===== config.mk =====
export PLATFORM = sky130hd
export DESIGN_NAME = rs485_tx_ctrl
export DESIGN_NICKNAME = d
export VERILOG_FILES = /design/src/rtl/rs485_pkg.sv /design/src/rtl/rs485_tx_ctrl.sv
export SDC_FILE = /design/constraint.sdc
export NUM_CORES = 1
export LEC_CHECK = 0
export ABC_AREA = 1
export BUFFER_PORTS_ARGS = -buffer_cell sky130_fd_sc_hd__buf_2
export CORE_MARGIN = 1
export CORE_UTILIZATION = 55
export CTS_CLUSTER_DIAMETER = 60
export DETAILED_ROUTE_END_ITERATION = 6
export PLACE_DENSITY = 0.76
export SLEW_MARGIN = 40
export SYNTH_ARGS = -nofsm -noshare
export SYNTH_HDL_FRONTEND = slang
export SYNTH_SLANG_ARGS = --single-unit

===== constraint.sdc =====
create_clock -name clk -period 2.6 [get_ports clk]
set_input_delay 0.26 -clock clk [delete_from_list [all_inputs] [get_ports clk]]
set_output_delay 0.26 -clock clk [all_outputs]
set_load 0.005 [all_outputs]

===== src/rtl/rs485_pkg.sv =====
// Shared types and constants for the RS-485 transmit path.
// Holds the frame FSM states and the baud codes handed to the bit-rate generator.
package rs485_pkg;

  localparam int DATA_BITS = 8;

  typedef enum logic [2:0] {
    IDLE,
    LEAD,
    START,
    DATA,
    PARITY,
    STOP,
    LAG
  } tx_state_e;

  localparam logic [3:0] BAUD_9600    = 4'd1;
  localparam logic [3:0] BAUD_19200   = 4'd2;
  localparam logic [3:0] BAUD_38400   = 4'd3;
  localparam logic [3:0] BAUD_57600   = 4'd4;
  localparam logic [3:0] BAUD_115200  = 4'd5;
  localparam logic [3:0] BAUD_DEFAULT = BAUD_115200;

endpackage


===== src/rtl/rs485_tx_ctrl.sv =====
// RS-485 frame transmitter with driver-enable guard periods.
// Bit timing comes from an external generator via bps_en ticks.
module rs485_tx_ctrl
  import rs485_pkg::*;
#(
  parameter int GUARD_BITS = 1,
  parameter int PARITY_EN  = 0,
  parameter int PARITY_ODD = 0
) (
  input  logic       clk,
  input  logic       rst_n,
  input  logic [7:0] tx_data,
  input  logic       tx_valid,
  output logic       tx_ready,
  input  logic [3:0] baud_sel,
  output logic [3:0] bps_sel,
  output logic       bps_cnt_clr,
  input  logic       bps_en,
  output logic       txd,
  output logic       de,
  output logic       re_n,
  output logic       tx_busy,
  output logic       tx_done
);

  localparam bit HAS_GUARD = GUARD_BITS != 0;
  localparam bit HAS_PAR   = PARITY_EN != 0;
  localparam bit ODD       = PARITY_ODD != 0;
  localparam logic [3:0] GUARD_LAST = 4'(GUARD_BITS - 1);
  localparam logic [3:0] DATA_LAST  = 4'(DATA_BITS - 1);

  tx_state_e            state;
  logic [3:0]           cnt;
  logic [DATA_BITS-1:0] shreg;
  logic                 par;
  logic                 tick;
  logic                 stop_end;

  // The generator phase restarts on bps_cnt_clr, so a tick then is stale.
  assign tick     = bps_en & ~bps_cnt_clr;
  assign stop_end = (state == STOP) & tick;
  assign tx_ready = (state == IDLE) | stop_end;
  assign tx_done  = stop_end;
  assign tx_busy  = state != IDLE;

  always_ff @(posedge clk or negedge rst_n) begin
    if (!rst_n) begin
      state       <= IDLE;
      cnt         <= 4'd0;
      shreg       <= '0;
      par         <= 1'b0;
      txd         <= 1'b1;
      de          <= 1'b0;
      re_n        <= 1'b0;
      bps_cnt_clr <= 1'b0;
      bps_sel     <= BAUD_DEFAULT;
    end else begin
      bps_cnt_clr <= 1'b0;
      unique case (state)
        IDLE: begin
          if (tx_valid) begin
            shreg       <= tx_data;
            par         <= 1'b0;
            bps_sel     <= baud_sel;
            bps_cnt_clr <= 1'b1;
            de          <= 1'b1;
            re_n        <= 1'b1;
            if (HAS_GUARD) begin
              state <= LEAD;
              cnt   <= GUARD_LAST;
              txd   <= 1'b1;
            end else begin
              state <= START;
              cnt   <= 4'd0;
              txd   <= 1'b0;
            end
          end
        end
        LEAD: begin
          if (tick) begin
            if (cnt == 4'd0) begin
              state <= START;
              cnt   <= 4'd0;
              txd   <= 1'b0;
            end else begin
              cnt <= cnt - 4'd1;
            end
          end
        end
        START: begin
          if (tick) begin
            state <= DATA;
            cnt   <= DATA_LAST;
            txd   <= shreg[0];
          end
        end
        DATA: begin
          if (tick) begin
            par   <= par ^ shreg[0];
            shreg <= shreg >> 1;
            if (cnt == 4'd0) begin
              cnt <= 4'd0;
              if (HAS_PAR) begin
                state <= PARITY;
                txd   <= par ^ shreg[0] ^ ODD;
              end else begin
                state <= STOP;
                txd   <= 1'b1;
              end
            end else begin
              cnt <= cnt - 4'd1;
              txd <= shreg[1];
            end
          end
        end
        PARITY: begin
          if (tick) begin
            state <= STOP;
            cnt   <= 4'd0;
            txd   <= 1'b1;
          end
        end
        STOP: begin
          if (tick) begin
            if (tx_valid) begin
              // Back-to-back byte: line stays driven, generator phase kept.
              shreg <= tx_data;
              par   <= 1'b0;
              state <= START;
              cnt   <= 4'd0;
              txd   <= 1'b0;
            end else if (HAS_GUARD) begin
              state <= LAG;
              cnt   <= GUARD_LAST;
              txd   <= 1'b1;
            end else begin
              state <= IDLE;
              cnt   <= 4'd0;
              txd   <= 1'b1;
              de    <= 1'b0;
              re_n  <= 1'b0;
            end
          end
        end
        LAG: begin
          if (tick) begin
            if (cnt == 4'd0) begin
              state <= IDLE;
              txd   <= 1'b1;
              de    <= 1'b0;
              re_n  <= 1'b0;
            end else begin
              cnt <= cnt - 4'd1;
            end
          end
        end
        default: state <= IDLE;
      endcase
    end
  end

endmodule


# --- Word level (Yosys, flattened, before mapping) ---
# Cells that the tools add are included.
classes:
  addsub: 1
  n_eq_ne: 19
  mux: 39
  n_bitwise: 4
  reduce_logical: 15
op_table:
  columns: ["cell", "n"]
  rows:
  - ["3-bit two-way mux", 11]
  - ["4-bit two-way mux", 7]
  - ["8-bit two-way mux", 3]
  - ["8-bit case mux with 3 select lines", 1]
  - ["2-bit != test (second input constant)", 11]
  - ["3-bit case mux with 7 select lines", 1]
  - ["4-bit case mux with 5 select lines", 1]
  - ["10-bit AND reduction", 2]
  - ["1-bit two-way mux", 13]
  - ["3-bit equality test (second input constant)", 3]
  - ["1-bit case mux with 7 select lines", 1]
  - ["7-bit AND reduction", 1]
  - ["7-bit nonzero test", 1]
  - ["3-bit by 2-bit equality test with 1-bit output (second input constant)", 2]
  - ["3-bit nonzero test", 2]
  - ["5-bit nonzero test", 1]
  - ["4-bit zero test", 1]
  - ["2-bit by 1-bit != test with 1-bit output (second input constant)", 2]
  - ["4-bit AND reduction", 1]
  - ["2-bit OR reduction", 2]
  - ["4-bit by 1-bit subtractor with 4-bit output (second input constant)", 1]
  - ["3-bit by 1-bit equality test with 1-bit output (second input constant)", 1]
  - ["3-bit zero test", 1]
  - ["3-bit AND reduction", 1]
  - ["other kinds (6)", 7]
totals:
  regBits: 22
  output_inout_bits: 11
  elab_cells: 85

# --- Longest topological paths before layout ---
# Gate-level depths: netlist (run 1).
depth:
  word_depth: 4
  mapped_depth: 10
  mapped_depth_nobuf: 10

# --- Least setup slack after synthesis (run 1) ---
# No wires, ideal clock.
synth_timing:
  path_type: "reg2reg"
  from: "reg cnt[0]"
  to: "reg state[1]"
  arrival_ns: 1.302
  path_slack_ns: 1.182
  stages_incl_launch_ff: 10
  n_path_buf: 0
  period_less_slack_ns: 1.418
  cell_sequence: "dfrtp_1 > inv_1 > ha_1 > nand3_1 > nand2_1 > nand2_1 > nor2_4 > nand2_2 > nand2_1 > nand2_1"
synth_between:
  elab_chain_len: 3
  word_cells_on_any_way: 5
  cone_classes: "eq/ne: 3; reduce/logical: 2"
synth_rtl:
  columns: ["item", "line", "source"]
  rows:
  - ["start, declared", "rs485_tx_ctrl.sv:33", "logic [3:0] cnt;"]
  - ["start signal, assigned", "rs485_tx_ctrl.sv:86", "cnt <= cnt - 4'd1;"]
  - ["start signal, assigned", "rs485_tx_ctrl.sv:111", "cnt <= cnt - 4'd1;"]
  - ["start signal, assigned", "rs485_tx_ctrl.sv:153", "cnt <= cnt - 4'd1;"]
  - ["4-bit zero test (*)", "rs485_tx_ctrl.sv:81, rs485_tx_ctrl.sv:101, rs485_tx_ctrl.sv:147", null]
  - ["2-bit != test (no line)", null, null]
  - ["10-bit AND reduction (no line) (*)", null, null]
  - ["end signal, assigned", "rs485_tx_ctrl.sv:82", "state <= START;"]
  - ["end signal, assigned", "rs485_tx_ctrl.sv:104", "state <= PARITY;"]
  - ["end signal, assigned", "rs485_tx_ctrl.sv:148", "state <= IDLE;"]
  - ["end, declared", "rs485_tx_ctrl.sv:32", "tx_state_e state;"]
# Every way passes the cells marked *; elsewhere a longest branch is shown, timed or not.
# A chain may end at the register's enable or synchronous reset.

# --- Final worst setup path (run 1) ---
layout_timing:
  from: "reg state[0]"
  to: "reg shreg[7]"
layout_between:
  elab_chain_len: 3
  word_cells_on_any_way: 8
  cone_classes: "eq/ne: 4; mux: 1; reduce/logical: 3"
layout_rtl:
  columns: ["item", "line", "source"]
  rows:
  - ["start signal, assigned", "rs485_tx_ctrl.sv:48", "state <= IDLE;"]
  - ["start signal, assigned", "rs485_tx_ctrl.sv:69", "state <= LEAD;"]
  - ["start signal, assigned", "rs485_tx_ctrl.sv:73", "state <= START;"]
  - ["3-bit by 2-bit equality test with 1-bit output, or another cell as far along", "rs485_tx_ctrl.sv:59", "unique case (state)"]
  - ["2-bit != test (no line) / 3-bit nonzero test (equally long branches)", null, null]
  - ["3-bit AND reduction (no line)", null, null]
  - ["end signal, assigned", "rs485_tx_ctrl.sv:62", "shreg <= tx_data;"]
  - ["end signal, assigned", "rs485_tx_ctrl.sv:100", "shreg <= shreg >> 1;"]
  - ["end signal, assigned", "rs485_tx_ctrl.sv:127", "shreg <= tx_data;"]
  - ["end, declared", "rs485_tx_ctrl.sv:34", "logic [DATA_BITS-1:0] shreg;"]
# Parallel ways exist; a longest one is shown, timed or not.

==> flow_metrics.env, run 1 <==
export IMPL_cts_sinks=22
export IMPL_drc_errors=0
export IMPL_layout_commonest_cell="nand2_1"
export IMPL_grt_met2_usage_pct=40.3
export IMPL_via_per_inst=5.32
export IMPL_wl_per_cell_um=11.8
export IMPL_required_ns=2.84
export IMPL_crit_type="reg -> reg"
export IMPL_cp_end_kind="register"
export IMPL_cts_max_level=1
export IMPL_post_synth_cell_area_avg_um2=6.99
export IMPL_fin_skew_ns=0.00351
export IMPL_port_buffers=26
export IMPL_ys_ff_latch=22
export IMPL_syn_nets=222
export IMPL_p_leak_nw=0.915
export IMPL_r2r_cells=8
export IMPL_cts_reportedPaths_clkPinSlew_ns=0.13
export IMPL_vdd_drop_max_mv=0.838
export IMPL_synth_cells=204
export IMPL_setup_tns_ns=0
export IMPL_hold_start="baud_sel[0]"
export IMPL_grt_max_degree=23
export IMPL_synth_area_um2=1430
export IMPL_nets=248
export IMPL_synth_cell_types=24
export IMPL_worstPathMaxFanout=13
export IMPL_synth_xor_area_share_pct=0
export IMPL_rsz0062_at_grt="false"
export IMPL_overflow=0
export IMPL_final_cell_mix="89 x nand2_1, 39 x nand3_1, 26 x buf_2"
export IMPL_cts_root_buf="clkbuf_4"
export IMPL_critical_path_arrival_ns=2.21
export IMPL_n_antenna_cell=0
export IMPL_synth_top_family_by_area="simple AND/OR/NAND/NOR gates"
export IMPL_dr_total_vias=1378
export IMPL_layout_drive_gt1_share_pct=21.4
export IMPL_synth_compound_area_share_pct=3.51
export IMPL_grt_pass1_wl_um=5020
export IMPL_finalMaxSlewViolations=0
export IMPL_r2r_setup_slack_ns=0.63
export IMPL_place_gp_congestion=0.910
export IMPL_synthMuxAreaShare_pct=0
export IMPL_hp_class="in -> reg"
export IMPL_coreArea_um2=2450
export IMPL_area_growth_synth_to_final_pct=12.4
export IMPL_p_total_mw=2.06
export IMPL_worstReg2RegStart="state[0]"
export IMPL_power_density_nw_per_um2=1290
export IMPL_rows=18
export IMPL_top_usage_layer="met2"
export IMPL_grtUsageTotal_pct=24.1
export IMPL_clock_latency_ns=0.31
export IMPL_yosysWarnings=0
export IMPL_die_h_um=52.9
export IMPL_cts_tree="done"
export IMPL_use_met1_pct=32.0
export IMPL_fmax_mhz=508
export IMPL_holdPathEnd="bps_sel[0]"
export IMPL_start_util_pct=58.1
export IMPL_die_w_um=52.9
export IMPL_fin_crit_sh_pct=75.7
export IMPL_tightest_slew_ns=0.561
export IMPL_cap_violations=0
export IMPL_dieArea_um2=2800
export IMPL_grtUsageMet3_pct=3.45
export IMPL_ctsLongestPathBuffers=2
export IMPL_finalSetupViolCount=0
export IMPL_grt_pass1_vias=1186
export IMPL_io_pins=27
export IMPL_synth_fa_ha_area_share_pct=1.76
export IMPL_hold_viol_final=0
export IMPL_wl_um=3060
export IMPL_start_kind="register"
export IMPL_final_min_clock_period_ns=1.97
export IMPL_dr_pass1_iters=4
export IMPL_outcome="completed"
export IMPL_cts_buffers=3
export IMPL_antenna_found_initial=0
export IMPL_dp_hpwl_um=2350
export IMPL_slew_headroom_pct=62.6
export IMPL_drt_iter0_markers=37
export IMPL_r2r_end="shreg[7]"
export IMPL_hold_path_depth=3
export IMPL_ys_seq_area_share_pct=38.9
export IMPL_yosys_area_share_simple_pct=48.2
export IMPL_ant_nets=0
## stage by stage
| stage | hold slack [ns] | instance area, um2 | util (%) | std cells | setup WS, ns |
|---|---|---|---|---|---|
| CTS | 0.122 | 1600 | 65.2 | 259 | 0.644 |
| global route | 0.112 | 1600 | 65.2 | 259 | 0.436 |
| floorplan | -0.0356 | 1430 | - | 204 | 1.18 |
| detailed placement | 0.260 | 1540 | 62.7 | 254 | 0.673 |
| finish | 0.128 | 1600 | 65.2 | 259 | 0.633 |
| global placement | 0.247 | 1540 | 62.7 | 254 | 0.832 |
## per-layer routing
| layer | up-vias | share of wire, % |
|---|---|---|
| met5 | - | 0 |
| met4 | 0 | 0.46 |
| met3 | 2 | 2.7 |
| met2 | 34 | 50 |
| met1 | 640 | 46 |
| li1 | 702 | - |
## sequential cells by signal (all words and copies together), names as in the netlist
| name | flops |
|---|---|
| bps_cnt_clr | 1 |
| bps_sel | 4 |
| cnt | 4 |
| shreg | 8 |
| re_n | 1 |
| state | 3 |
| txd | 1 |
## power by group
part	internal, mW	switching [mW]	leakage [nW]
Sequential	0.521	0.162	0.271
Clock	0.156	0.110	0.0279
Combinational	0.395	0.717	0.616
## Yosys cell counts, drive strengths merged
library cell | instances | share of area, %
nand3b | 1 | 0.53
ha | 2 | 1.8
nand4 | 1 | 0.44
nor2 | 14 | 6.1
o21a | 1 | 0.53
dfrtp | 19 | 33
nand2 | 94 | 26
o21ai | 5 | 1.8
a21boi | 1 | 0.53
nand3 | 41 | 15
a21oi | 2 | 0.70
dfstp | 3 | 5.5
inv | 14 | 3.9
buf | 6 | 3.8
## kinds of logic after synthesis
kind of cell / after synthesis
AND/OR/NAND/NOR: 151
flip-flops: 22
buffers and inverters: 20
AO/OA/AOI/OAI: 9
adder cells (fa/ha/maj): 2
## worst max-delay path by stage
stage	endpoint	startpoint	slack, ns
floorplan	state[1]	cnt[0]	1.18
global placement	shreg[0]	state[0]	0.83
detailed placement	shreg[7]	state[0]	0.67
CTS	shreg[7]	state[0]	0.64
global route	shreg[7]	state[0]	0.44
finish	shreg[7]	state[0]	0.63
## timing repair
action	CTS	global route
endpoints found under the hold margin	19	0
buffers inserted	0	0
gates resized for setup	0	0
hold buffers	1	0
## critical path: stages, from the launching register on
cell,delay (ns)
dfrtp_1,0.63
inv_4,0.09
nor2_4,0.26
nand2_1,0.31
nand2_1,0.17
nand2_2,0.13
nand2_4,0.16
nand2_1,0.06
o21ai_1,0.08
## layout make-up
class / count / area, um2
Clock inverter: 1 / 30.0
Tap cell: 30 / 37.5
Clock buffer: 3 / 22.5
Inverter: 14 / 55.1
Fill cell: 223 / 853
Multi-Input combinational cell: 162 / 762
Timing Repair Buffer: 27 / 140
Sequential cell: 22 / 554
(Power assumes the default switching activity.)
==> inputs of run 2 (changes only) <==
--- a/config.mk
+++ b/config.mk
@@ -8,10 +8,10 @@
 export ABC_AREA = 1
 export BUFFER_PORTS_ARGS = -buffer_cell sky130_fd_sc_hd__buf_2
 export CORE_MARGIN = 1
-export CORE_UTILIZATION = 55
+export CORE_UTILIZATION = 54
 export CTS_CLUSTER_DIAMETER = 60
 export DETAILED_ROUTE_END_ITERATION = 6
-export PLACE_DENSITY = 0.76
+export PLACE_DENSITY = 0.75
 export SLEW_MARGIN = 40
 export SYNTH_ARGS = -nofsm -noshare
 export SYNTH_HDL_FRONTEND = slang
==> constraint.sdc (replaced) <==
create_clock -name clk -period 1.9 [get_ports clk]
set_input_delay 0.19 -clock clk [delete_from_list [all_inputs] [get_ports clk]]
set_output_delay 0.19 -clock clk [all_outputs]
set_load 0.005 [all_outputs]
==> run 2 against run 1 <==
  * Via count increased by 0.29%
  * Clock power decreased by 2%
  * Clock skew increased by 0.011 ns
  * Hold slack got worse by 0.073 ns
  * Total power increased by 34%
  * Count of clock-buffer cells in the layout increased by 1
  * Sequential share of layout area decreased by 0.29 points
  * Non-clock buffer count increased by 4
  * Largest cell class unchanged
  * Largest power group unchanged
==> flow_metrics.env, run 2 (synthesis gave the netlist of run 1 again) <==
export IMPL_via_per_inst=5.25
export IMPL_fin_skew_ns=0.0143
export IMPL_use_met1_pct=30.2
export IMPL_worstPathMaxFanout=15
export IMPL_cts_tree="done"
export IMPL_cp_slowest_cell="dfrtp_1"
export IMPL_path_delay_family="flip-flops"
export IMPL_drc_errors=0
export IMPL_final_cell_mix="89 x nand2_1, 39 x nand3_1, 26 x buf_2"
export IMPL_cp_end_kind="output port"
export IMPL_seq_area_um2=554
export IMPL_wl_per_cell_um=11.5
export IMPL_grt_max_degree=23
export IMPL_grt_pass1_wl_um=4940
export IMPL_post_cts_setup_buffers=0
export IMPL_layout_commonest_cell="nand2_1"
export IMPL_clock_latency_ns=0.31
export IMPL_largest_reg_flops=8
export IMPL_dr_pass1_iters=4
export IMPL_rows=18
export IMPL_grt_pass1_vias=1198
export IMPL_cp_num_buf_inv=2
export IMPL_reg_largest_list="shreg: 8 flops, bps_sel: 4 flops, cnt: 4 flops"
export IMPL_dpl_cell_count=258
export IMPL_slew_headroom_pct=62.7
export IMPL_layout_drive_gt1_share_pct=22.7
export IMPL_cts_max_level=1
export IMPL_coreArea_um2=2480
export IMPL_grtUsageMet3_pct=4.31
export IMPL_port_buffers=26
export IMPL_io_pins=27
export IMPL_fmax_mhz=553
export IMPL_power_density_nw_per_um2=1710
export IMPL_critPathMaxStageDelay_ns=0.60
export IMPL_final_min_clock_period_ns=1.81
export IMPL_setup_tns_ns=0
export IMPL_tightest_slew_ns=0.559
export IMPL_dieArea_um2=2850
export IMPL_finalMaxSlewViolations=0
export IMPL_die_w_um=53.4
export IMPL_overflow=0
export IMPL_p_leak_nw=0.927
export IMPL_place_gp_congestion=0.862
export IMPL_start_kind="register"
export IMPL_cts_root_buf="clkbuf_4"
export IMPL_crit_type="reg -> out"
export IMPL_ctsLongestPathBuffers=2
export IMPL_top_usage_layer="met2"
export IMPL_nets=252
export IMPL_wl_um=3010
export IMPL_dp_hpwl_um=2300
export IMPL_grtUsageTotal_pct=24.1
export IMPL_die_h_um=53.4
export IMPL_start_util_pct=57.5
export IMPL_largest_register="shreg"
export IMPL_cp_cell_sequence="inv_2 > nand3_1 > o21ai_0 > buf_2"
export IMPL_cts_reportedPaths_clkPinSlew_ns=0.13
export IMPL_vdd_drop_max_mv=0.963
export IMPL_dr_total_vias=1382
export IMPL_cts_sinks=22
export IMPL_drt_iter0_markers=43
export IMPL_cap_violations=0
export IMPL_hp_class="in -> reg"
export IMPL_p_total_mw=2.76
export IMPL_fin_crit_sh_pct=95.2
export IMPL_critical_path_arrival_ns=1.62
export IMPL_fin_cells=263
export IMPL_ctsResizeCount=0
export IMPL_outcome="completed"
export IMPL_finalSetupViolCount=0
export IMPL_n_fill_cell=229
export IMPL_ant_nets=0
export IMPL_required_ns=1.71
export IMPL_n_antenna_cell=0
export IMPL_antenna_found_initial=0
export IMPL_area_growth_synth_to_final_pct=13.3
export IMPL_ctsHoldBuffers=1
export IMPL_rsz0062_at_grt="false"
export IMPL_cts_buffers=3
export IMPL_grt_met2_usage_pct=39.8
export IMPL_hold_viol_final=0
export IMPL_multiInputGateArea_um2=762
==> run 2: cell types whose count changed in the layout (fill, tap and decap cells not counted), sizes merged <==
cell and delta:
buf +4, bufinv -1, clkbuf +1
==> run 2: routing by layer <==
| metal | up-vias | wire, um |
|---|---|---|
| met1 | 628 | 1360 |
| met3 | 6 | 108 |
| met2 | 37 | 1510 |
| li1 | 711 | - |
| met5 | - | 0 |
| met4 | 0 | 41 |
==> run 2: per-stage QoR <==
stage               utilization, %  hold slack [ns]  cell area (um2)  setup WS (ns)
floorplan                        -           -0.106             1430          0.482
detailed placement            63.3            0.186             1570          0.237
finish                        65.2           0.0543             1620         0.0912
global route                  65.2           0.0322             1620       0.000993
global placement              63.3            0.175             1570          0.277
CTS                           65.2           0.0442             1620          0.124
==> run 2: layout make-up <==
type	instances	share of cell area [%]
inverter	14	3.41
sequential	22	34.3
timing repair buffer	31	10.5
tap	30	2.32
clock buffer	4	2.25
multi-input combinational	162	47.2
==> run 2: worst reg2reg max path, delay by kind of cell, from the launching register on <==
kind / cells / cell delay (ns)
adders and majority gates: 1 / 0.20
DFF: 1 / 0.41
and+or+nand+nor: 7 / 0.85
buffers and inverters: 1 / 0.16
==> run 2: where the power goes <==
part           internal [mW]  switching, mW  leakage [nW]
clock                  0.117          0.145        0.0210
sequential             0.714          0.178         0.271
combinational          0.586           1.02         0.635
total                   1.42           1.34         0.927
==> run 2: path summary, 6_finish.rpt <==
check	from	to	slack (ns)	cells after the start
max	state[1]	tx_ready	0.09	4
min	baud_sel[2]	bps_sel[2]	0.05	3
max reg2reg	cnt[0]	state[1]	0.18	9
min reg2reg	txd	txd	0.47	2
max in group asynchronous	rst_n	txd	1.18	2
min in group asynchronous	rst_n	cnt[3]	0.36	2
==> inputs of run 3 (changes only) <==
--- a/config.mk
+++ b/config.mk
@@ -5,13 +5,12 @@
 export SDC_FILE = /design/constraint.sdc
 export NUM_CORES = 1
 export LEC_CHECK = 0
-export ABC_AREA = 1
-export BUFFER_PORTS_ARGS = -buffer_cell sky130_fd_sc_hd__buf_2
 export CORE_MARGIN = 1
-export CORE_UTILIZATION = 54
+export CORE_UTILIZATION = 55
 export CTS_CLUSTER_DIAMETER = 60
 export DETAILED_ROUTE_END_ITERATION = 6
-export PLACE_DENSITY = 0.75
+export DONT_BUFFER_PORTS = 1
+export PLACE_DENSITY = 0.7
 export SLEW_MARGIN = 40
 export SYNTH_ARGS = -nofsm -noshare
 export SYNTH_HDL_FRONTEND = slang
==> constraint.sdc (replaced) <==
create_clock -name clk -period 1.6 [get_ports clk]
set_input_delay 0.16 -clock clk [delete_from_list [all_inputs] [get_ports clk]]
set_output_delay 0.16 -clock clk [all_outputs]
set_load 0.005 [all_outputs]
==> run 3 against run 2 <==
  * The flow now finishes with violations (negative setup slack)
  * Critical path depth unchanged
  * Critical endpoint unchanged
  * Flip-flop and latch count unchanged
  * Register-to-register slack worse by 0.24 ns
  * Count of clock-buffer cells in the layout down 1
  * Sequential power up 27%
  * First-iteration DRC count up 65%
  * Clock skew down 0.0053 ns
  * Worst setup slack worse by 0.16 ns
  * Largest cell class unchanged
  * Synthesized cell count down 32%
  * Clock power up 73%
==> flow_metrics.env, run 3 <==
export IMPL_worst_slack_ns=-0.0726
export IMPL_dieArea_um2=2700
export IMPL_nets=191
export IMPL_cp_cell_sequence="buf_6 > or3_4 > buf_6 > o21ai_4"
export IMPL_cp_end_kind="output port"
export IMPL_worstPathMaxFanout=5
export IMPL_slew_headroom_pct=64.7
export IMPL_outcome="finished with violations"
export IMPL_antenna_found_initial=0
export IMPL_synth_cell_types=43
export IMPL_overflow=0
export IMPL_synth_top_area_cell="dfrtp_1"
export IMPL_synth_area_um2=1370
export IMPL_fin_cells=200
export IMPL_grt_max_degree=23
export IMPL_ant_nets=0
export IMPL_coreArea_um2=2280
export IMPL_dr_total_vias=1307
export IMPL_clock_latency_ns=0.33
export IMPL_path_delay_family="flip-flops"
export IMPL_ys_ff_latch=22
export IMPL_dpl_cell_count=174
export IMPL_syn_nets=156
export IMPL_hp_class="in -> reg"
export IMPL_synth_flop_cell="dfrtp_1"
export IMPL_layout_commonest_cell="buf_4"
export IMPL_drc_errors=0
export IMPL_fin_skew_ns=0.00899
export IMPL_yosysWarnings=0
export IMPL_p_total_mw=4.12
export IMPL_critPathMaxStageDelay_ns=0.48
export IMPL_start_kind="register"
export IMPL_dr_pass1_iters=4
export IMPL_violations="negative setup slack"
export IMPL_final_cell_mix="27 x buf_4, 18 x nand2_1, 17 x dfrtp_1"
export IMPL_wl_per_cell_um=20.2
export IMPL_wl_um=4040
export IMPL_cts_max_level=1
export IMPL_required_ns=1.44
export IMPL_dp_hpwl_um=2230
export IMPL_finalMaxSlewViolations=0
export IMPL_largest_register="shreg"
export IMPL_synth_top_cells_by_area="dfrtp_1 35%, mux2_4 7.7%, dfstp_2 5.7%, nand2_1 4.9%, mux2_2 4.9%"
export IMPL_synth_edf_count=0
export IMPL_critical_path_arrival_ns=1.51
export IMPL_die_h_um=52.0
export IMPL_fmax_mhz=598
export IMPL_r2r_setup_slack_ns=-0.06
export IMPL_cap_violations=0
export IMPL_port_buffers=0
export IMPL_synth_top_area_share_pct=34.6
export IMPL_cts_buffers=3
export IMPL_power_density_nw_per_um2=2190
export IMPL_whs_ns=0.0974
export IMPL_cp_num_buf_inv=2
export IMPL_via_per_inst=6.54
export IMPL_reg_largest_list="shreg: 8 flops, bps_sel: 4 flops, cnt: 4 flops"
export IMPL_fin_area_um2=1880
export IMPL_drt_iter0_markers=71
export IMPL_n_antenna_cell=0
export IMPL_setup_tns_ns=-0.285
export IMPL_fin_crit_sh_pct=105
export IMPL_place_area_um2=1480
export IMPL_synth_common_cells="19 x dfrtp_1, 18 x nand2_1, 8 x o21ai_0, 7 x mux2_4"
export IMPL_rows=17
export IMPL_vdd_drop_max_mv=1.80
export IMPL_crit_top_cell="buf_6"
export IMPL_cts_root_buf="clkbuf_4"
export IMPL_rsz0062_at_grt="true"
export IMPL_io_pins=27
export IMPL_p_leak_nw=0.890
export IMPL_synth_cells=138
export IMPL_hold_viol_final=0
export IMPL_cts_tree="done"
export IMPL_synthArstFlopShare_pct=100
export IMPL_cts_reportedPaths_clkPinSlew_ns=0.14
export IMPL_post_synth_cell_area_avg_um2=9.95
export IMPL_largest_reg_flops=8
export IMPL_ys_seq_area_share_pct=40.4
export IMPL_grtUsageTotal_pct=27.8
export IMPL_finalSetupViolCount=8
export IMPL_cts_sinks=22
export IMPL_place_gp_congestion=0.824
export IMPL_grt_pass1_wl_um=5460
export IMPL_layout_drive_gt1_share_pct=44.8
export IMPL_cp_slowest_cell="dfrtp_2"
export IMPL_area_growth_synth_to_final_pct=37.0
export IMPL_grt_pass1_vias=1167
export IMPL_die_w_um=52.0
export IMPL_n_fill_cell=124
export IMPL_start_util_pct=60.3
export IMPL_crit_type="reg -> out"
export IMPL_final_min_clock_period_ns=1.67
export IMPL_tightest_slew_ns=0.530
export IMPL_ctsLongestPathBuffers=2
export IMPL_synth_most_common_cell="dfrtp_1"
run 3: through the flow:
stage	setup slack (ns)	util, %
floorplan	0.0185	-
global route	-0.101	82.6
detailed placement	-0.119	65.1
finish	-0.0726	82.6
global placement	-0.0223	65.1
CTS	-0.0266	75.5
run 3: path summary, 6_finish.rpt:
| check | from | to | depth (start not counted) |
|---|---|---|---|
| worst max-delay path | state[0] | tx_ready | 4 |
| worst min-delay path | tx_data[0] | shreg[0] | 2 |
| worst max register to register | state[1] | txd | 6 |
| worst min register to register | bps_sel[0] | bps_sel[0] | 2 |
| max in group asynchronous | rst_n | state[2] | 2 |
| min in group asynchronous | rst_n | cnt[1] | 2 |
run 3: worst reg2reg max path, cell delays in order, from the launching register on:
cell	delay, ns
dfrtp_1	0.47
buf_6	0.16
nand2b_1	0.17
or3_4	0.37
clkinv_4	0.08
a31oi_4	0.04
mux2_4	0.32
run 3: per-layer routing:
layer | global-route usage [%] | share of wire, % | routed length, um
met5 | 0 | 0 | 0
met4 | 7.66 | 2.3 | 93
met3 | 4.68 | 8.6 | 349
met2 | 44.4 | 48 | 1920
met1 | 38.2 | 41 | 1680
run 3: cell type report:
| type | count | area (um2) | area share, % |
|---|---|---|---|
| multi-input combinational | 98 | 858 | 45.6 |
| timing repair buffer | 41 | 347 | 18.4 |
| clock buffer | 3 | 22.5 | 1.20 |
| tap | 28 | 35.0 | 1.86 |
| inverter | 7 | 31.3 | 1.66 |
| sequential | 22 | 557 | 29.6 |
| clock inverter | 1 | 30.0 | 1.60 |
run 3: report_power, final:
| part | leakage (nW) | switching, mW | internal [mW] |
|---|---|---|---|
| logic | 0.601 | 1.16 | 1.38 |
| registers | 0.261 | 0.283 | 0.850 |
| clock network | 0.0279 | 0.199 | 0.254 |
| total | 0.890 | 1.64 | 2.48 |
run 3: cells by family after synthesis:
kind of cell,after synthesis,synth area share [%]
flip-flops,22,40.4
AND/OR/NAND/NOR,43,16.7
XOR/XNOR,1,0.638
multiplexers,15,14.1
adder cells (fa/ha/maj),2,1.82
buffers and inverters,19,8.02
AO/OA/AOI/OAI,36,18.3
run 3: what timing repair did:
item,in CTS,in global routing
setup endpoints to repair,15,18
gates resized for setup,18,20
endpoints found under the hold margin,27,19
hold buffers,6,1
pin swaps,1,5
buffers inserted,7,7
gates cloned,0,1
